==> src/rtl/sprite_rom_arbiter.sv <==
// Round-robin arbiter that shares one sprite ROM read port between the render
// units. One grant per cycle; a tag pipeline tracks each grant through the ROM
// latency so the returned pixel is routed back to the requester that owns it.
module sprite_rom_arbiter #(
  parameter int NUM_REQ = 4,
  parameter int ADDR_W  = 8,
  parameter int DATA_W  = 1,
  parameter int ROM_LAT = 1
) (
  input  logic                        clk,
  input  logic                        rst,
  input  logic                        i_flush,
  input  logic [NUM_REQ-1:0]          i_req,
  input  logic [NUM_REQ*ADDR_W-1:0]   i_addr,
  output logic [NUM_REQ-1:0]          o_grant,
  output logic                        o_rom_en,
  output logic [ADDR_W-1:0]           o_rom_addr,
  input  logic [DATA_W-1:0]           i_rom_data,
  output logic [NUM_REQ-1:0]          o_rvalid,
  output logic [DATA_W-1:0]           o_rdata,
  output logic [NUM_REQ*DATA_W-1:0]   o_color
);

  localparam int PTR_W = $clog2(NUM_REQ);

  logic [PTR_W-1:0]   r_ptr;
  logic [NUM_REQ-1:0] r_tag [ROM_LAT];

  logic               w_found;
  logic [PTR_W-1:0]   w_win;
  logic [PTR_W-1:0]   w_ptr_nxt;
  logic [NUM_REQ-1:0] w_grant_oh;
  logic [NUM_REQ-1:0] w_tag_out;

  // Winner search: first active request starting at the round-robin pointer.
  always_comb begin
    int unsigned idx;
    idx     = 0;
    w_found = 1'b0;
    w_win   = '0;
    for (int unsigned i = 0; i < NUM_REQ; i++) begin
      idx = 32'(r_ptr) + i;
      if (idx >= NUM_REQ) idx = idx - NUM_REQ;
      if (!w_found && i_req[idx[PTR_W-1:0]]) begin
        w_found = 1'b1;
        w_win   = idx[PTR_W-1:0];
      end
    end
  end

  // Grant decode and pointer advance with wrap at the last requester.
  always_comb begin
    w_grant_oh = NUM_REQ'(1) << w_win;
    w_ptr_nxt  = (w_win == PTR_W'(NUM_REQ - 1)) ? '0 : w_win + 1'b1;
    w_tag_out  = r_tag[ROM_LAT-1];
  end

  // Grant register, ROM drive and pointer; flush suppresses any new grant.
  always_ff @(posedge clk) begin
    if (rst) begin
      o_grant    <= '0;
      o_rom_en   <= 1'b0;
      o_rom_addr <= '0;
      r_ptr      <= '0;
    end else if (i_flush) begin
      o_grant    <= '0;
      o_rom_en   <= 1'b0;
      r_ptr      <= '0;
    end else if (w_found) begin
      o_grant    <= w_grant_oh;
      o_rom_en   <= 1'b1;
      o_rom_addr <= i_addr[32'(w_win)*ADDR_W +: ADDR_W];
      r_ptr      <= w_ptr_nxt;
    end else begin
      o_grant    <= '0;
      o_rom_en   <= 1'b0;
    end
  end

  // Tag pipeline: delays o_grant by ROM_LAT so it lines up with i_rom_data.
  always_ff @(posedge clk) begin
    if (rst || i_flush) begin
      for (int unsigned i = 0; i < ROM_LAT; i++) r_tag[i] <= '0;
    end else begin
      r_tag[0] <= o_grant;
      for (int unsigned i = 1; i < ROM_LAT; i++) r_tag[i] <= r_tag[i-1];
    end
  end

  // Return stage: register ROM data and steer it to the owning requester.
  always_ff @(posedge clk) begin
    if (rst) begin
      o_rvalid <= '0;
      o_rdata  <= '0;
      o_color  <= '0;
    end else if (i_flush) begin
      o_rvalid <= '0;
    end else begin
      o_rvalid <= w_tag_out;
      if (|w_tag_out) o_rdata <= i_rom_data;
      for (int unsigned k = 0; k < NUM_REQ; k++) begin
        if (w_tag_out[k]) o_color[k*DATA_W +: DATA_W] <= i_rom_data;
      end
    end
  end

endmodule

==> config.mk <==
export PLATFORM = sky130hd
export DESIGN_NAME = sprite_rom_arbiter
export DESIGN_NICKNAME = d
export VERILOG_FILES = /design/src/rtl/sprite_rom_arbiter.sv
export SDC_FILE = /design/constraint.sdc
export NUM_CORES = 1
export LEC_CHECK = 0
export BUFFER_PORTS_ARGS = -buffer_cell sky130_fd_sc_hd__buf_2
export CORE_ASPECT_RATIO = 1.5
export CORE_UTILIZATION = 30
export CTS_CLUSTER_SIZE = 10
export DETAILED_ROUTE_END_ITERATION = 6
export PLACE_DENSITY = 0.64
export SLEW_MARGIN = 15
export SYNTH_ARGS = -nofsm -noshare
export SYNTH_HDL_FRONTEND = slang
export SYNTH_SLANG_ARGS = --single-unit
==> constraint.sdc <==
create_clock -name clk -period 3.3 [get_ports clk]
set_input_delay 0.66 -clock clk [delete_from_list [all_inputs] [get_ports clk]]
set_output_delay 0.66 -clock clk [all_outputs]
set_load 0.01 [all_outputs]
Word-level counts from Yosys, hierarchy flattened

Memory sizes are Yosys's and may differ from the RTL's.
Cells that the tools add are included.

Memories: 1
Register bits: 24
Input port bits: 40
Output and inout bits: 22
RAM bits: 4
Word-level logic and storage cells: 76

Equal/unequal tests: 1
Reductions and logical operators: 17
Magnitude comparators: 8
Bitwise operators: 2
Mux-type cells: 27
Shift operators: 2
$add $sub $neg: 8

Memories:

| name  | depth | width | read ports | clocked after Yosys merged registers in | write ports | line | RTL |
|---|---|---|---|---|---|---|---|
| r_tag | 1     | 4     | 1          | 0                                       | 1           | 27   | `logic [NUM_REQ-1:0] r_tag [ROM_LAT];` |

Operators by type and width:

| kind                                                                   | count |
|---|---|
| 32-bit by 6-bit variable part select with 8-bit output                 | 1 |
| 2-bit 2-to-1 mux                                                       | 9 |
| 1-bit 2-to-1 mux                                                       | 13 |
| 2-bit by 3-bit < comparator with 1-bit output (second input constant)  | 4 |
| 2-bit AND reduction                                                    | 6 |
| 3-bit >= comparator (second input constant)                            | 3 |
| 1-bit binary-select mux with 2-bit select                              | 4 |
| 4-bit OR reduction                                                     | 2 |
| 2-bit by 1-bit subtractor with 2-bit output (second input constant)    | 4 |
| 2-bit by 2-bit adder with 3-bit output (second input constant)         | 2 |
| 4-bit 2-to-1 mux                                                       | 1 |
| 1-bit by 2-bit left shift with 4-bit output (first input constant)     | 1 |
| 2-bit by 1-bit adder with 3-bit output (second input constant)         | 1 |
| 2-bit by 3-bit >= comparator with 1-bit output (second input constant) | 1 |
| 1-bit logical AND                                                      | 3 |
| 1-bit logical NOT                                                      | 3 |
| 3-bit OR reduction                                                     | 1 |
| 2-bit by 1-bit adder with 2-bit output (second input constant)         | 1 |
| 2-bit equality test (second input constant)                            | 1 |
| 1-bit NOT                                                              | 2 |
| 2-bit OR reduction                                                     | 1 |
| 1-bit logical OR                                                       | 1 |

Logic depth before layout (Yosys ltp)

Depth in word-level cells: 16
Gate-level depth with buffers: 7
Mapped depth without buffers: 5

Worst setup path before layout

No wires, ideal clock.

Path kind: input to register
Start: input port i_req[2]
End: register o_rom_addr[6]
Stages: 6
Arrival: 2.075 ns
Library setup time: 0.117 ns
Buffers on the path: 1
Setup slack: 1.108 ns
Required time: 3.183 ns
Path through: nor2b_1 -> or4b_1 -> buf_2 -> and3_1 -> a211o_1 -> a32o_1

Cells in the longest elaborated chain, start to end: 13
Elaborated cells on any way between the ends: 24
Those cells by class: shift: 1; mux: 16; reduce/logical: 7

RTL lines:

| item                                                                                                 | line | RTL |
|---|---|---|
| start, declared                                                                                      | 13   | `input logic [NUM_REQ-1:0] i_req,` |
| 1-bit binary-select mux with 2-bit select                                                            | 44   | `if (!w_found && i_req[idx[PTR_W-1:0]]) begin` |
| 1-bit 2-to-1 mux (not written as such)                                                               | 44   |  |
| 1-bit 2-to-1 mux                                                                                     | 44   |  |
| 1-bit logical NOT                                                                                    | 44   |  |
| 1-bit logical AND                                                                                    | 44   |  |
| 1-bit 2-to-1 mux                                                                                     | 44   |  |
| 1-bit logical NOT                                                                                    | 44   |  |
| 1-bit logical AND                                                                                    | 44   |  |
| 1-bit 2-to-1 mux                                                                                     | 44   |  |
| 1-bit logical NOT                                                                                    | 44   |  |
| 1-bit logical AND                                                                                    | 44   |  |
| 2-bit 2-to-1 mux / 1-bit 2-to-1 mux (equally long branches)                                          | 44   |  |
| 32-bit by 6-bit variable part select with 8-bit output / 2-bit AND reduction (equally long branches) | n/a  |  |
| end signal, assigned                                                                                 | 72   | `o_rom_addr <= i_addr[32'(w_win)*ADDR_W +: ADDR_W];` |
| end, declared                                                                                        | 17   | `output logic [ADDR_W-1:0] o_rom_addr,` |

Parallel ways exist; a longest one is shown, timed or not. The select of a mux whose other input is x is not followed.
A chain may end at the register's enable or synchronous reset.

Final worst setup path

Start: input port i_req[2]
End: register o_rom_addr[1]

Same word-level chain as after synthesis.

==> PnR_summary.wiki <==
{| class="wikitable"
! Metric !! Value
|-
| Result of the run || completed
|-
| DRC marker count from the first detailed-route iteration || 22
|-
| Number of buffers inserted by port buffering || 61
|-
| Power density normalized to cell area || 465 nW/µm²
|-
| Number of fill cells in the layout || around 430
|-
| Count of final max-slew check failures || 0
|-
| Clock power frac || a little over a third
|-
| Yosys cell types || 28
|-
| Share of power burned in combinational logic || roughly 18%
|-
| Width of the chip || between 50 and 60 µm
|-
| Number of top-level design ports || between 60 and 70
|-
| CP Data Required Time || between 3 and 4 ns
|-
| Worst-margin pin slew || approximately 0.62 ns
|-
| First-pass GRT wire length || 4.80 mm
|-
| Dominant cell type by area after synthesis || sky130_fd_sc_hd__dfxtp_1
|-
| Via count of the first global-routing pass || between 1000 and 1500
|-
| Share of final-layout standard cells stronger than drive strength 1 || between 30% and 40%
|-
| Portion of synthesized cell area occupied by the leading cell type || between 40 and 50%
|-
| Total routed wirelength || ~3.1 mm
|-
| Number of clock sinks seen by CTS || 28
|-
| Post-route DRC || 0
|-
| Via count || between 1000 and 1500
|-
| Number of antenna violations at the first check in global routing || 0
|-
| Die height || slightly above 80 µm
|-
| Unrepaired setup endpoints after global routing || no
|-
| Async S/R FF share, synth || 0%
|-
| Start-to-end type of the worst setup path || primary input to register
|-
| Cell area after synthesis || between 1000 and 1500 µm²
|-
| Area added between synthesis and finish || 31.6%
|-
| Floorplan Core Area || approximately 4000 µm²
|-
| Number of nets in the layout || approximately 240
|-
| Net switching power figure || ~190 µW
|-
| Leakage power || between 0.8 and 0.9 nW
|-
| Cell depth of the worst hold path || 1
|-
| Clock tree from TritonCTS || yes
|-
| Tightest slew margin relative to the limit || around three fifths
|-
| Reg2reg path depth || 5
|-
| Initial Utilization || between 30% and 40%
|-
| Min cycle time layout || 2.49 ns
|-
| Post-CTS setup buffer count || 0
|-
| GRT Residual Overflow || 0
|-
| Post-cts resize count || 0
|-
| Avg WL per Cell || around 13 µm
|-
| Switching power as a share of total power || 24.6%
|-
| Post-CTS Hold Fix Bufs || 0
|-
| Pre-CTS setup slack || 0.544 ns
|-
| Clock-pin transition on the worst setup and hold timing paths || ~0.10 ns
|-
| Count leader, synth || sky130_fd_sc_hd__dfxtp_1
|-
| Post-route antenna net violation count || 0
|-
| Sequential share of power || a little under half
|-
| Number of detailed-routing iterations run before antenna repair || 4
|-
| Clock tree buffer depth || 2
|-
| Fin Clk Skew || around 0.0031 ns
|-
| Via count normalized by instance count || 5.03
|-
| Power after layout || around 770 µW
|-
| Number of flip-flops and latches in the synthesized netlist || 28
|-
| Leading cell types by total area after synthesis || sky130_fd_sc_hd__dfxtp_1, sky130_fd_sc_hd__a211oi_1, sky130_fd_sc_hd__and3_1
|-
| Worst-skew pair later-pin latency || 0.27 ns
|-
| Net Count, Synth || 183
|-
| Internal cell power || ~580 µW
|-
| Setup violation total in the final timing report || 0
|-
| Antenna Diode Count || 0
|-
| Post-synth top cells || sky130_fd_sc_hd__dfxtp_1, sky130_fd_sc_hd__and3_1, sky130_fd_sc_hd__a211oi_1
|-
| Max Clk Rate || between 0.4 and 0.5 GHz
|-
| Die Area || about 4400 µm²
|-
| Portion of the clock cycle consumed by the worst path in the final layout || about three quarters
|-
| Overall global routing resource usage || 14.5%
|-
| Yosys warnings || 0
|-
| Sequential fraction of the synthesis area || 44.8%
|-
| Worst Hold Slack || between 0.4 and 0.5 ns
|-
| Root Driver || sky130_fd_sc_hd__clkbuf_8
|-
| Per-instance average area after synthesis || about 8.8 µm²
|-
| Mapped Cells || ~140
|-
| Setup slack after layout || around 0.8 ns
|-
| Hold Violations, Final || 0
|-
| Maximum ir drop on the vdd rail || 0.260 mV
|-
| Max-cap check violation count || 0
|-
| Number of rows in the core area || 28
|-
| Most used flip-flop cell after synthesis || sky130_fd_sc_hd__dfxtp_1
|-
| Number of synthesized flops with an enable pin || 0
|-
| Aggregate negative setup slack || 0 ns
|-
| Weighted congestion at the end of routability-driven global placement || 0.717
|-
| CTS H-tree lvls || 1
|-
| Worst EP arrival || about 2.7 ns
|-
| Maximum fanout along the worst path || 21
|-
| Half-perimeter wire length after detailed placement || between 2 and 2.5 mm
|-
| Pin count of the biggest net entering global routing || 22
|-
| Crit. End Element || register
|-
| Setup crit start kind || primary input
|-
| Hold WC Path Type || register to register
|-
| TritonCTS buffer count || 3
|}
==> power by group through the flow <==
stage / clock network [mW] / registers (mW) / logic, mW
CTS: 0.275 / 0.363 / 0.137
global placement: 0 / 0.371 / 0.136
detailed placement: 0 / 0.371 / 0.136
floorplan: 0 / 0.376 / 0.0778
finish: 0.268 / 0.363 / 0.135
global route: 0.287 / 0.365 / 0.151
==> through the flow <==
| step | cells | utilization (%) | area [µm²] |
|---|---|---|---|
| 2_1_floorplan | 143 | - | 1250 |
| 3_3_place_gp | 239 | 39.8 | 1580 |
| 3_5_place_dp | 239 | 39.8 | 1580 |
| 4_1_cts | 243 | 41.6 | 1650 |
| 5_1_grt | 243 | 41.6 | 1650 |
| 6_report | 243 | 41.6 | 1650 |
==> worst max-delay path, stage by stage <==
cell	delay (ns)
sky130_fd_sc_hd__buf_2	0.11
sky130_fd_sc_hd__nor2b_1	0.15
sky130_fd_sc_hd__or4_1	0.74
sky130_fd_sc_hd__nand2_1	0.57
sky130_fd_sc_hd__a211oi_1	0.16
sky130_fd_sc_hd__o31ai_1	0.27
==> layout make-up <==
cell class / instances / area [µm²] / area share [%]
clock buffers: 3 / 41.3 / 2.51
clock inverters: 1 / 30.0 / 1.82
inverters: 1 / 3.75 / 0.228
multi-input cells: 103 / 643 / 39.0
flip-flops and latches: 28 / 561 / 34.0
well taps: 45 / 56.3 / 3.42
repair buffers: 62 / 313 / 19.0
==> layout by cell type, fill, tap and decap left out <==
cell                        synthesis  final
sky130_fd_sc_hd__or4_1              1      1
sky130_fd_sc_hd__o32ai_1            1      1
sky130_fd_sc_hd__a211oi_1          15     15
sky130_fd_sc_hd__and2_1             8      8
sky130_fd_sc_hd__nor2_1            11     11
sky130_fd_sc_hd__and3_1            17     17
sky130_fd_sc_hd__buf_4              0      1
sky130_fd_sc_hd__nand2b_1           4      4
sky130_fd_sc_hd__mux2i_1            4      4
sky130_fd_sc_hd__a21oi_1            1      1
sky130_fd_sc_hd__nor4_1             2      2
sky130_fd_sc_hd__nand2_1           12     12
sky130_fd_sc_hd__clkbuf_8           0      3
sky130_fd_sc_hd__nor3_1             3      3
sky130_fd_sc_hd__o2111ai_1          1      1
sky130_fd_sc_hd__o21ai_0            3      3
sky130_fd_sc_hd__nor2b_1            4      4
sky130_fd_sc_hd__a211o_1            1      1
sky130_fd_sc_hd__a21boi_0           1      1
sky130_fd_sc_hd__o21bai_1           1      1
sky130_fd_sc_hd__nand3_1            2      2
sky130_fd_sc_hd__bufinv_16          0      1
sky130_fd_sc_hd__or4b_1             1      1
sky130_fd_sc_hd__buf_2              3     61
sky130_fd_sc_hd__a311oi_1           1      1
sky130_fd_sc_hd__inv_1              1      1
sky130_fd_sc_hd__dfxtp_1           28     28
sky130_fd_sc_hd__a32o_1             1      1
sky130_fd_sc_hd__o31ai_1            7      7
sky130_fd_sc_hd__o32a_1             1      1
==> worst paths after layout <==
kind                    from       endpoint  slack, ns
setup / recovery    i_req[2]  o_rom_addr[1]       0.81
setup reg to reg    r_ptr[0]  o_rom_addr[1]       1.00
hold / removal    o_grant[0]    r_tag[0][0]       0.46
hold reg to reg   o_grant[0]    r_tag[0][0]       0.46
==> routing by layer <==
metal | up-vias | GRT usage, % | share of wire (%)
met5 | - | 0 | 0
li1 | 631 | - | -
met3 | 2 | 2.06 | 5.7
met2 | 47 | 25.9 | 51
met1 | 542 | 16.8 | 42
met4 | 0 | 5.13 | 0.62
==> sequential cells by signal, summed over array words and instances, names as in the netlist <==
name	count
o_grant	4
r_tag	4
o_rom_addr	8
o_color	4
r_ptr	2
o_rom_en	1
o_rdata	1
o_rvalid	4
==> kinds of logic (layout without fill, tap and decap cells) <==
logic type	count (synthesis)	count (layout)	share of synthesized area [%]
AO/OA/AOI/OAI	34	34	20.4
flip-flops	28	28	44.8
buffers and inverters	12	67	3.90
multiplexers	4	4	3.20
AND/OR/NAND/NOR	65	65	27.8
Note: power is estimated with default switching activity, not from simulation.
